`config.mk`:
```
export PLATFORM = sky130hd
export DESIGN_NAME = ysyx_22041412_idu
export DESIGN_NICKNAME = d
export VERILOG_FILES = /design/src/rtl/ysyx_22041412_pkg.sv /design/src/rtl/ysyx_22041412_idu_dec.sv /design/src/rtl/ysyx_22041412_idu.sv
export SDC_FILE = /design/constraint.sdc
export NUM_CORES = 1
export LEC_CHECK = 0
export CAP_MARGIN = 20
export CORE_AREA = 2 2 179 198
export CTS_CLUSTER_SIZE = 28
export DETAILED_ROUTE_END_ITERATION = 12
export DIE_AREA = 0 0 181 200
export SLEW_MARGIN = 5
export SYNTH_ARGS = -nofsm -noshare
export SYNTH_HDL_FRONTEND = slang
export SYNTH_SLANG_ARGS = --single-unit
```
`constraint.sdc`:
```
create_clock -name clk -period 1.9 [get_ports clk]
set_clock_uncertainty 0.1 [all_clocks]
set_input_delay 0.38 -clock clk [delete_from_list [all_inputs] [get_ports clk]]
set_output_delay 0.38 -clock clk [all_outputs]
set_load 0.005 [all_outputs]
```
`src/rtl/ysyx_22041412_pkg.sv`:
```
// Shared decode definitions for the ysyx_22041412 IDU: opcodes, operand-select
// and mode encodings, and the decoded-instruction bundle.
package ysyx_22041412_pkg;

   // The bundle always carries a 64-bit immediate; narrower datapaths truncate it.
   localparam int IMM_W = 64;

   localparam logic [6:0] OP_LUI    = 7'b0110111;
   localparam logic [6:0] OP_AUIPC  = 7'b0010111;
   localparam logic [6:0] OP_JAL    = 7'b1101111;
   localparam logic [6:0] OP_JALR   = 7'b1100111;
   localparam logic [6:0] OP_BRANCH = 7'b1100011;
   localparam logic [6:0] OP_LOAD   = 7'b0000011;
   localparam logic [6:0] OP_STORE  = 7'b0100011;
   localparam logic [6:0] OP_IMM    = 7'b0010011;
   localparam logic [6:0] OP_IMM32  = 7'b0011011;
   localparam logic [6:0] OP_REG    = 7'b0110011;
   localparam logic [6:0] OP_REG32  = 7'b0111011;
   localparam logic [6:0] OP_FENCE  = 7'b0001111;
   localparam logic [6:0] OP_SYSTEM = 7'b1110011;

   typedef enum logic [1:0] {V1_RSA = 2'd0, V1_PC  = 2'd1, V1_ZIM = 2'd2} v1type_e;
   typedef enum logic [1:0] {V2_RSB = 2'd0, V2_IMM = 2'd1} v2type_e;
   typedef enum logic [1:0] {MEM_IDLE = 2'd0, MEM_LOAD = 2'd1, MEM_STORE = 2'd2} mem_mode_e;
   typedef enum logic [1:0] {JMP_IDLE = 2'd0, JMP_JAL = 2'd1, JMP_JALR = 2'd2, JMP_B = 2'd3} jump_mode_e;

   typedef struct packed {
      logic [6:0]       opcode;
      logic [2:0]       func3;
      logic             func7;
      logic [4:0]       rs1;
      logic [4:0]       rs2;
      logic [4:0]       rd;
      logic [IMM_W-1:0] imm;
      v1type_e          v1type;
      v2type_e          v2type;
      logic             mul_en;
      mem_mode_e        mem_mode;
      jump_mode_e       jump_mode;
      logic             illegal;
   } dec_t;

endpackage

```
`src/rtl/ysyx_22041412_idu_dec.sv`:
```
// Combinational RV64I instruction decoder with redirect-candidate detection.
// YSYX_22041412_MULDIV_EN enables decoding of M-extension R-type operations.
module ysyx_22041412_idu_dec
   import ysyx_22041412_pkg::*;
#(
   parameter int PREDICT_B = 1
) (
   input  logic [31:0] instr,
   output dec_t        dec,
   output logic        redir_cand
);

   logic [31:0] imm32;

   always_comb begin
      // NOTE: every output gets a default before the case so no latch is inferred.
      dec           = '0;
      dec.opcode    = instr[6:0];
      dec.func3     = instr[14:12];
      dec.func7     = instr[30];
      dec.rs1       = instr[19:15];
      dec.rs2       = instr[24:20];
      dec.rd        = instr[11:7];
      dec.v1type    = V1_RSA;
      dec.v2type    = V2_RSB;
      dec.mem_mode  = MEM_IDLE;
      dec.jump_mode = JMP_IDLE;
      imm32         = '0;
      redir_cand    = 1'b0;

      case (instr[6:0])
         OP_LUI, OP_AUIPC: begin
            dec.rs1    = '0;
            dec.rs2    = '0;
            imm32      = {instr[31:12], 12'b0};
            dec.v1type = (instr[6:0] == OP_AUIPC) ? V1_PC : V1_RSA;
            dec.v2type = V2_IMM;
         end
         OP_JAL: begin
            dec.rs1       = '0;
            dec.rs2       = '0;
            imm32         = {{11{instr[31]}}, instr[31], instr[19:12], instr[20], instr[30:21], 1'b0};
            dec.v1type    = V1_PC;
            dec.v2type    = V2_IMM;
            dec.jump_mode = JMP_JAL;
         end
         OP_BRANCH: begin
            dec.rd        = '0;
            imm32         = {{19{instr[31]}}, instr[31], instr[7], instr[30:25], instr[11:8], 1'b0};
            dec.jump_mode = JMP_B;
         end
         OP_STORE: begin
            dec.rd       = '0;
            imm32        = {{20{instr[31]}}, instr[31:25], instr[11:7]};
            dec.v2type   = V2_IMM;
            dec.mem_mode = MEM_STORE;
         end
         OP_JALR, OP_LOAD, OP_IMM, OP_IMM32, OP_FENCE, OP_SYSTEM: begin
            dec.rs2    = '0;
            imm32      = {{20{instr[31]}}, instr[31:20]};
            dec.v2type = V2_IMM;
            if (instr[6:0] == OP_JALR) dec.jump_mode = JMP_JALR;
            if (instr[6:0] == OP_LOAD) dec.mem_mode  = MEM_LOAD;
            // Immediate-form Zicsr ops take rs1 as a zero-extended 5-bit immediate.
            if (instr[6:0] == OP_SYSTEM && instr[14] && instr[13:12] != 2'b00)
               dec.v1type = V1_ZIM;
         end
         OP_REG, OP_REG32: begin
            if (instr[25]) begin
`ifdef YSYX_22041412_MULDIV_EN
               dec.mul_en  = 1'b1;
`else
               dec.illegal = 1'b1;
`endif
            end
         end
         default: dec.illegal = 1'b1;
      endcase

      // Illegal encodings still flow, but must not write a register or touch memory.
      if (dec.illegal) begin
         dec.rs1       = '0;
         dec.rs2       = '0;
         dec.rd        = '0;
         dec.v1type    = V1_RSA;
         dec.v2type    = V2_RSB;
         dec.mem_mode  = MEM_IDLE;
         dec.jump_mode = JMP_IDLE;
         imm32         = '0;
      end

      dec.imm    = IMM_W'($signed(imm32));
      redir_cand = (dec.jump_mode == JMP_JAL) ||
                   ((dec.jump_mode == JMP_B) && (PREDICT_B != 0) && imm32[31]);
   end

endmodule

```
`src/rtl/ysyx_22041412_idu.sv`:
```
// ysyx_22041412 instruction-decode stage: registered decode output behind a
// valid/ready handshake with one skid entry, plus an early front-end redirect.
module ysyx_22041412_idu
   import ysyx_22041412_pkg::*;
#(
   parameter int XLEN      = 64,
   parameter int PCW       = 32,
   parameter int PREDICT_B = 1
) (
   input  logic            clk,
   input  logic            rst_n,
   input  logic            flush,
   input  logic            in_valid,
   output logic            in_ready,
   input  logic [31:0]     in_instr,
   input  logic [PCW-1:0]  in_pc,
   output logic            out_valid,
   input  logic            out_ready,
   output logic [XLEN-1:0] out_pc,
   output logic [6:0]      out_opcode,
   output logic [2:0]      out_func3,
   output logic            out_func7,
   output logic [4:0]      out_rs1,
   output logic [4:0]      out_rs2,
   output logic [4:0]      out_rd,
   output logic [XLEN-1:0] out_imm,
   output logic [1:0]      out_v1type,
   output logic [1:0]      out_v2type,
   output logic            out_mul_en,
   output logic [1:0]      out_mem_mode,
   output logic [1:0]      out_jump_mode,
   output logic            out_pred_taken,
   output logic            out_illegal,
   output logic            redir_valid,
   output logic [XLEN-1:0] redir_pc
);

   dec_t            dec;
   logic            cand;
   logic            accept;
   logic [XLEN-1:0] pc_x;

   dec_t            out_q,  skid_q;
   logic [XLEN-1:0] out_pc_q, skid_pc_q;
   logic            out_pred_q, skid_pred_q;
   logic            out_valid_q, skid_valid;
   logic            redir_valid_q;
   logic [XLEN-1:0] redir_pc_q;

   ysyx_22041412_idu_dec #(.PREDICT_B(PREDICT_B)) u_dec (
      .instr      (in_instr),
      .dec        (dec),
      .redir_cand (cand)
   );

   assign pc_x     = XLEN'(in_pc);
   assign in_ready = rst_n & ~skid_valid;
   assign accept   = in_valid & in_ready & ~flush;

   always_ff @(posedge clk or negedge rst_n) begin
      if (!rst_n) begin
         // NOTE: payload registers are reset too, so every out_* reads 0 after reset.
         out_valid_q   <= 1'b0;
         out_q         <= '0;
         out_pc_q      <= '0;
         out_pred_q    <= 1'b0;
         skid_valid    <= 1'b0;
         skid_q        <= '0;
         skid_pc_q     <= '0;
         skid_pred_q   <= 1'b0;
         redir_valid_q <= 1'b0;
         redir_pc_q    <= '0;
      end else if (flush) begin
         out_valid_q   <= 1'b0;
         skid_valid    <= 1'b0;
         redir_valid_q <= 1'b0;
      end else begin
         // NOTE: non-blocking assignments keep every register update on the old state.
         redir_valid_q <= accept & cand;
         if (accept && cand) redir_pc_q <= pc_x + dec.imm[XLEN-1:0];

         if (!out_valid_q || out_ready) begin
            // Skid entry is older than anything on the input, so it drains first.
            if (skid_valid) begin
               out_valid_q <= 1'b1;
               out_q       <= skid_q;
               out_pc_q    <= skid_pc_q;
               out_pred_q  <= skid_pred_q;
               skid_valid  <= 1'b0;
            end else if (accept) begin
               out_valid_q <= 1'b1;
               out_q       <= dec;
               out_pc_q    <= pc_x;
               out_pred_q  <= cand;
            end else begin
               out_valid_q <= 1'b0;
            end
         end else if (accept) begin
            skid_valid  <= 1'b1;
            skid_q      <= dec;
            skid_pc_q   <= pc_x;
            skid_pred_q <= cand;
         end
      end
   end

   assign out_valid      = out_valid_q;
   assign out_pc         = out_pc_q;
   assign out_opcode     = out_q.opcode;
   assign out_func3      = out_q.func3;
   assign out_func7      = out_q.func7;
   assign out_rs1        = out_q.rs1;
   assign out_rs2        = out_q.rs2;
   assign out_rd         = out_q.rd;
   assign out_imm        = out_q.imm[XLEN-1:0];
   assign out_v1type     = out_q.v1type;
   assign out_v2type     = out_q.v2type;
   assign out_mul_en     = out_q.mul_en;
   assign out_mem_mode   = out_q.mem_mode;
   assign out_jump_mode  = out_q.jump_mode;
   assign out_pred_taken = out_pred_q;
   assign out_illegal    = out_q.illegal;
   assign redir_valid    = redir_valid_q;
   assign redir_pc       = redir_pc_q;

endmodule
```
After elaboration in Yosys (flattened, before gate mapping)

Index checks and enable logic that the tools add are counted.

Logic and storage cells: 110
Flip-flop bits (word level): 332
Input port bits: 69

Bitwise operators: 7
Mux-type cells: 32
Reductions and logical operators: 22
Eq/ne operators: 15
Add/subtract/negate cells: 1

Operators by type and width:

| cell               | count |
|---|---|
| $mux 100           | 2 |
| $pmux 32 s5        | 1 |
| $mux 64            | 2 |
| $add 33x32->34     | 1 |
| $mux 32            | 1 |
| $eq 7x6->1 const B | 4 |
| $eq 7x7->1 const B | 4 |
| $eq 7x5->1 const B | 3 |
| $mux 15            | 1 |
| $mux 5             | 3 |
| $mux 1             | 14 |
| $pmux 2 s3         | 2 |
| $reduce_or 11->1   | 1 |
| $reduce_or 10->1   | 1 |
| $reduce_or 9->1    | 1 |
| $mux 4             | 2 |
| $eq 7x2->1 const B | 1 |
| $eq 7x4->1 const B | 1 |
| $reduce_and 3->1   | 2 |
| $reduce_bool 2->1  | 3 |
| $reduce_or 2->1    | 3 |
| $reduce_or 6->1    | 1 |
| $and 1x1->1        | 4 |
| $logic_and 1x1->1  | 4 |
| other kinds (11)   | 15 |

Logic depth before layout (Yosys ltp)

Gate-level depths: netlist of the first run.

Word-level depth: 9
Mapped depth: 20
Depth with buffers taken out: 18

By module

Synthesis of the first run repeated with hierarchy kept, for this count alone.

Cells, all modules: 1673
Area, all modules: 17196.5 µm²

By module, submodules not included:

| module                | instances | sequential area each (µm²) | area each (µm²) | cells an instance |
|---|---|---|---|---|
| ysyx_22041412_idu     | 1         | 8333.0                     | 15929.0         | 1478 |
| ysyx_22041412_idu_dec | 1         | 0.0                        | 1267.5          | 195 |

Worst setup path before layout of the first run

OpenSTA, ideal clock, no wires.

Kind: input to register
From: in in_instr[4]
To: reg redir_pc_q[29], in the netlist redir_pc[29]
Cell stages on the path: 19
Library setup time: 0.132 ns
Data arrival time: 3.320 ns
Slack: -1.651 ns
Path through: buf_2 nand3b_1 a21oi_1 o21bai_1 a21oi_2 and2_1 buf_4 a21oi_1 inv_1 ha_1 clkbuf_1 and3_1 a221o_1 a21oi_2 o21ai_2 a221oi_4 o21ai_2 xnor2_1 o21ai_1

RTL lines:

| what                 | line                    | text |
|---|---|---|
| start, declared      | ysyx_22041412_idu.sv:15 | `input logic [31:0] in_instr,` |
| end signal, assigned | ysyx_22041412_idu.sv:80 | `if (accept && cand) redir_pc_q <= pc_x + dec.imm[XLEN-1:0];` |
| end, declared        | ysyx_22041412_idu.sv:48 | `logic [XLEN-1:0] redir_pc_q;` |

==> metrics.md, run 1 <==
| Metric | Value |
|---|---|
| DIE HEIGHT | 200 µm |
| Yosys top cell area share | 47.04% |
| Vias in the first global route | 11300 |
| Kind of critical path | input pin to register |
| Switching portion of total power | 26.32% |
| Cell taking the most area after synthesis | dfrtp_1 |
| Hold Slack | 0.06781 ns |
| Post-DP HPWL | 31430 µm |
| RSZ-0062 raised after global routing | true |
| Core Box Area | 34110 µm² |
| Critical path fanouts, max | 7 |
| First-pass GRT wire length | 64390 µm |
| Total of max-cap violations | 0 |
| Top delay family on crit path | compound AO/OA/AOI/OAI gates |
| Clock Sinks | 235 |
| Fin cells | 2360 |
| Fmax | 298.0 MHz |
| # port buffers | 266 |
| TritonCTS clock tree | yes |
| Worst relative slew slack | 43.18% |
| Gr ovfl total | 0 |
| Pre-CTS setup slack | -2.361 ns |
| R2R Path End | redir_pc[6]$_DFFE_PN0P_ |
| Pwr per Cell Area | 686.4 nW/µm² |
| FF-to-FF setup slack | 0.08 ns |
| Worst EP arrival | 3.68 ns |
| Psw | 3.447 mW |
| Area occupied by multi-input gates | 6251 µm² |
| Period Utilization, post-route | 176.6% |
| Clock-pin slew of the registers on the worst-case setup and hold paths | 0.06 ns |
| Reg area | 5887 µm² |
| Routed wl met3 | 2541 µm |
| 1st-iter DRT viols | 772 |
| Setup crit start kind | input pin |
| Sequential fraction of the synthesis area | 47.04% |
| R2r startpoint | skid_valid$_DFFE_PN0P_ |
| Pin count of the biggest net entering global routing | 81 |
| Placed instance count | 2245 |
| Via density | 4.932 |
| Hold Path Class | input pin to async pin |
| Leak | 10.16 nW |
| Clk network pwr share | 38.7% |
| Synth Instances | 1435 |
| Worst path slowest cell | fa_2 |
| Final setup viols | 36 |
| Worst vdd ir | 572.2 µV |
| Layout cells sized above 1 | 29.50% |
| Commonest cells after routing, fill and taps aside | nand2_1, buf_4, dfrtp_1 |
| Met1 WL | 18820 µm |
| Yosys cell types | 58 |
| DR pass1 iterations | 6 |
| Setup ws final | -1.456 ns |
| Outcome | finished, violations left |
| Failing checks | negative setup slack |
| Worst Reg-to-Reg Cells | 6 |
| Routed len/inst | 18.32 µm |
| CTS Root Cell | clkbuf_16 |
| Tmin final | 3.356 ns |
| DIE AREA | 36200 µm² |
| Vias | 11640 |
| Worst Path Required | 2.22 ns |
| Crit end category | register |
| Most used cell, CP | o31a_1 |
| CP cell instances | buf_6 > buf_12 > nand3b_1 > a21oi_2 > nor2b_4 > o21a_1 > a22oi_2 > inv_1 > ha_4 > inv_2 > fa_2 > nor2b_2 > o31a_1 > o21ai_2 > a211oi_2 > buf_4 > nor3_2 > o31a_1 > o21bai_2 > xnor2_1 > o21ai_1 |
| H-tree lvl count | 1 |
| Mapped Avg Cell Area | 8.711 µm² |
| Synth area leaders | dfrtp_1, nand2_1, buf_4 |
| Cell Rows | 71 |
| Routed wl met2 | 20770 µm |
| Total CTS buffers | 26 |
| Final net count | 2005 |
| Final Max Slew Viols | 0 |
| Netlist area before placement | 12500 µm² |
| I/O pins | 301 |
| Syn. warnings | 0 |
| DRC | 0 |
| Placer Congestion | 0.9116 |
| Fin. Hold Viols | 0 |
| #FFs+latches synth | 235 |
| Clk_lat worst skew | 0.54 ns |
| Initial Utilization | 36.65% |
| CTS Buffer Depth | 3 |
| CP bufs+invs | 5 |
| Antenna cells | 0 |
| Antenna violations before repair | 2 |
| Gate power share | 18.1% |
| Sequential share of power | 43.2% |
| Main flop type after synthesis | dfrtp_1 |
| Most common cell after layout, fill and taps aside | nand2_1 |
| Total wire length | 43250 µm |
| Die W | 181 µm |
| Total power | 13.10 mW |
| Pint | 9.652 mW |
| Number of synthesized flops with an enable pin | 0 |
| Worst-Margin Slew | 0.8523 ns |
| Synth-to-layout area growth | 52.66% |
| Largest stage delay on the critical path | 0.35 ns |
| Post-synth ARST share | 100.0% |
| Global-route usage over all layers | 22.78% |
| Fillers | 3102 |
| DR top layer | met5 |
| Detail Route Antenna Nets | 0 |
==> area by class of cell <==
class,count,share of cell area [%]
Multi-Input combinational cell,1008,32.76
Sequential cell,235,30.85
Timing Repair Buffer,586,28.09
Clock buffer,39,4.144
Tap cell,438,2.872
Inverter,45,0.8851
Clock inverter,9,0.4065
==> through the flow <==
step | util [%] | instance area (µm²) | TNS, ns
floorplan | - | 12730 | -39.40
global placement | 49.67 | 16950 | -172.49
detailed placement | 49.67 | 16950 | -177.63
CTS | 53.49 | 18250 | -44.95
global route | 55.94 | 19080 | -39.33
finish | 55.94 | 19080 | -35.56
==> power groups by stage <==
stage	clock network (mW)	logic [mW]	registers, mW
after floorplan	0	0.863	5.74
after global placement	0	2.22	5.74
after detailed placement	0	2.24	5.76
after CTS	5.17	2.28	5.67
after global routing	5.39	2.59	5.71
final	5.07	2.37	5.66
==> cell families after synthesis <==
family	count (synthesis)	share of synthesized area [%]
compound gates	382	18.13
other cells	1	0.03000
buf+inv	225	9.769
xor+xnor	30	2.102
flops	235	47.04
mux	47	3.793
simple gates	481	15.67
fa+ha+maj	34	3.463
==> layer usage <==
layer	vias up	track usage (%)
li1	5660	-
met1	5590	30.48
met2	322	38.97
met3	63	3.574
met4	4	5.661
met5	-	0
==> worst register-to-register path: stages (launching register included) <==
cell and delay, ns:
dfrtp_4 0.50, nor2_1 0.14, nand3_1 0.12, or3_4 0.50, buf_4 0.21, nand2_1 0.06, o21ai_1 0.06
==> how the worst max path moves through the flow <==
| stage | startpoint | to | cells after the start |
|---|---|---|---|
| 6_report | in_instr[4] | redir_pc[26]$_DFFE_PN0P_ | 21 |
| 2_1_floorplan | in_instr[4] | redir_pc[29]$_DFFE_PN0P_ | 19 |
| 5_1_grt | in_instr[2] | redir_pc[62]$_DFFE_PN0P_ | 20 |
| 3_5_place_dp | in_instr[4] | redir_pc[30]$_DFFE_PN0P_ | 19 |
| 4_1_cts | in_instr[2] | redir_pc[32]$_DFFE_PN0P_ | 21 |
| 3_3_place_gp | in_instr[4] | redir_pc[26]$_DFFE_PN0P_ | 20 |
==> cell usage after synthesis, types with 13 or more instances <==
library cell    n
o21ai_1        58
mux2i_1        44
buf_4          97
a21o_1         20
nor2_1         81
xnor2_1        14
and3_1         13
o21ai_0       125
xor2_1         16
dfrtp_1       235
clkbuf_1       62
a21oi_1        99
nand2_1       332
ha_1           33
inv_1          42
==> timing repair <==
item | CTS | global route
setup buffers | 40 | 23
hold buffers | 1 | 1
pin swaps | 58 | 56
cloned | 6 | 3
gates resized for setup | 389 | 205
hold endpoints to repair | 33 | 6
endpoints found under the setup margin | 288 | 366
==> registers in the layout, indices dropped and copies added, names as in the netlist, 7 cells and up <==
| name | flops |
|---|---|
| redir_pc | 34 |
| skid_pc_q | 32 |
| out_opcode | 7 |
| skid_q | 66 |
| out_imm | 32 |
| out_pc | 32 |
Power figures use the tool's default switching activity.
==> run 2, diff against run 1 <==
==> constraint.sdc (replaced) <==
create_clock -name clk -period 3 [get_ports clk]
set_clock_uncertainty 0.1 [all_clocks]
set_input_delay 0.6 -clock clk [delete_from_list [all_inputs] [get_ports clk]]
set_output_delay 0.6 -clock clk [all_outputs]
set_load 0.005 [all_outputs]
==> run 2 against run 1 <==
  * The flow still finishes with violations (negative setup slack)
  * First-iteration DRC count is 19% lower
  * Utilization down 1.2 points
  * Clock power fell by 37%
  * Hold slack improved by 0.043 ns
  * Global-route usage shrank 0.32 points
  * Critical path type unchanged
  * Largest power group unchanged
==> metrics.md, run 2 (synthesized netlist as in run 1, its figures left out) <==
| Metric | Value |
|---|---|
| Outcome | finished, violations left |
| Failing checks | negative setup slack |
| Worst Path Required | 3.33 ns |
| Critical path fanouts, max | 8 |
| Clk_lat worst skew | 0.55 ns |
| Commonest cells after routing, fill and taps aside | nand2_1, clkdlybuf4s50_1, buf_4 |
| Most Crowded Layer GR | met2 |
| Met3 Track Usage GR | 3.828% |
| Pwr per Cell Area | 446.0 nW/µm² |
| Vias | 11360 |
| Global Route met2 Usage | 37.48% |
| Most used cell, CP | buf_6 |
| Worst EP arrival | 3.74 ns |
| Total power | 8.326 mW |
| Worst path slowest cell | or3_4 |
| # port buffers | 266 |
| Final net count | 1953 |
| FF-to-FF setup slack | 0.78 ns |
| CP bufs+invs | 6 |
| Core Box Area | 34110 µm² |
| Fillers | 3131 |
| Worst-Margin Slew | 0.9368 ns |
| CTS Buffer Depth | 3 |
| Kind of critical path | input pin to register |
| R2R Path End | out_pc[21]$_DFFE_PN0P_ |
| Biggest register | skid_q |
| 1st-iter DRT viols | 625 |
| Post-DP HPWL | 30260 µm |
| Tmin final | 3.410 ns |
| Fmax | 293.2 MHz |
| Clock Sinks | 235 |
| Final setup viols | 23 |
| Crit end category | register |
| Synth-to-layout area growth | 49.33% |
| Gr ovfl total | 0 |
| Initial Utilization | 36.65% |
| DIE AREA | 36200 µm² |
| Total wire length | 42110 µm |
| CP cell instances | buf_6 > buf_6 > buf_6 > or3_4 > a211oi_4 > buf_12 > a21oi_4 > inv_2 > ha_4 > a21oi_4 > o21ai_2 > a221o_1 > a21oi_2 > o21ai_4 > a221oi_4 > buf_4 > xor2_1 > o21ai_1 |
| Vias in the first global route | 11100 |
| TritonCTS clock tree | yes |
| I/O pins | 301 |
| Top delay family on crit path | compound AO/OA/AOI/OAI gates |
| Fin. Hold Viols | 0 |
| Util after Layout | 54.72% |
| Worst relative slew slack | 37.55% |
| Total of max-cap violations | 0 |
| Max reg flops | 66 |
| Via density | 4.918 |
| Total CTS buffers | 27 |
| First-pass GRT wire length | 63370 µm |
| GR met1 Demand/Resource | 29.87% |
| Cell Rows | 71 |
| Antenna violations before repair | 3 |
| Setup crit start kind | input pin |
| Global-route usage over all layers | 22.47% |
| Setup ws final | -0.4103 ns |
| Worst Reg-to-Reg Cells | 4 |
| DR pass1 iterations | 7 |
| Clock-pin slew of the registers on the worst-case setup and hold paths | 0.06 ns |
| CTS Root Cell | clkbuf_16 |
| Period Utilization, post-route | 113.7% |
| Pin count of the biggest net entering global routing | 136 |
| DIE HEIGHT | 200 µm |
| Detail Route Antenna Nets | 0 |
| Worst vdd ir | 382.1 µV |
| Leak | 8.686 nW |
| R2r startpoint | skid_valid$_DFFE_PN0P_ |
| DRC | 0 |
| Die W | 181 µm |
| Largest stage delay on the critical path | 0.38 ns |
| Final Max Slew Viols | 0 |
| Area occupied by multi-input gates | 6346 µm² |
| H-tree lvl count | 1 |
| Hold Path Class | input pin to async pin |
| Layout cells sized above 1 | 25.15% |
| Reg area | 5884 µm² |
| Placer Congestion | 0.8861 |
| Routed len/inst | 18.23 µm |
| RSZ-0062 raised after global routing | true |
| Most common cell after layout, fill and taps aside | nand2_1 |
[run 2: changes by cell type in the layout (fill, tap and decap cells not counted), sizes merged, moves of 7 or more]
cell	delta
buf	-98
clkdlybuf4s15	-11
dlymetal6s2s	-44
clkdlybuf4s50	+174
clkbuf	-7
dlygate4sd2	-67
[run 2: how the worst max path moves through the flow]
stage                startpoint                  endpoint  slack (ns)  depth (start not counted)
detailed placement  in_instr[4]  redir_pc[29]$_DFFE_PN0P_       -1.44                         19
global route        in_instr[4]  redir_pc[26]$_DFFE_PN0P_       -0.54                         20
floorplan           in_instr[4]  redir_pc[29]$_DFFE_PN0P_       -0.71                         19
global placement    in_instr[6]  redir_pc[29]$_DFFE_PN0P_       -1.38                         20
finish              in_instr[3]  redir_pc[27]$_DFFE_PN0P_       -0.41                         18
CTS                 in_instr[2]  redir_pc[62]$_DFFE_PN0P_       -0.46                         20
[run 2: where the power goes]
| part | internal [mW] | leakage [nW] | switching [mW] | total [mW] |
|---|---|---|---|---|
| Clock | 1.85 | 0.417 | 1.36 | 3.21 |
| Combinational | 0.815 | 5.10 | 0.711 | 1.53 |
| Sequential | 3.44 | 3.17 | 0.154 | 3.59 |
| Total | 6.10 | 8.69 | 2.22 | 8.33 |
[run 2: layout make-up]
cell class / count / area share, %
antenna: 3 / 0.04021
clock buffer: 40 / 4.310
clock inverter: 8 / 0.2949
inverter: 45 / 0.9182
multi-input combinational: 1008 / 33.99
sequential: 235 / 31.52
tap: 438 / 2.936
timing repair buffer: 533 / 25.99
[run 2: layer usage]
layer,vias to the layer above,part of all wire [%],routed length [µm]
met5,-,0,0
met4,0,3.3,1374
met3,80,5.2,2180
met2,315,47,19760
met1,5414,45,18800
li1,5552,-,-
[run 2: repair_timing]
action,in CTS,in global routing
endpoints found under the hold margin,2,0
pin swaps,54,68
hold buffers,1,0
setup endpoints to repair,28,28
cloned,3,0
buffers inserted,23,23
gates resized for setup,100,97
[run 2: through the flow]
stage	std cells	hold slack [ns]	TNS [ns]	worst slack, ns	cell area, µm²
final	2310	0.1103	-5.457	-0.4103	18670
after global routing	2309	0.1552	-8.308	-0.5379	18670
after CTS	2286	0.1042	-6.798	-0.4617	18050
after detailed placement	2213	0.2989	-36.22	-1.437	16610
after global placement	2213	0.2997	-34.88	-1.382	16610
after floorplan	1468	0.2044	-11.47	-0.7077	12720
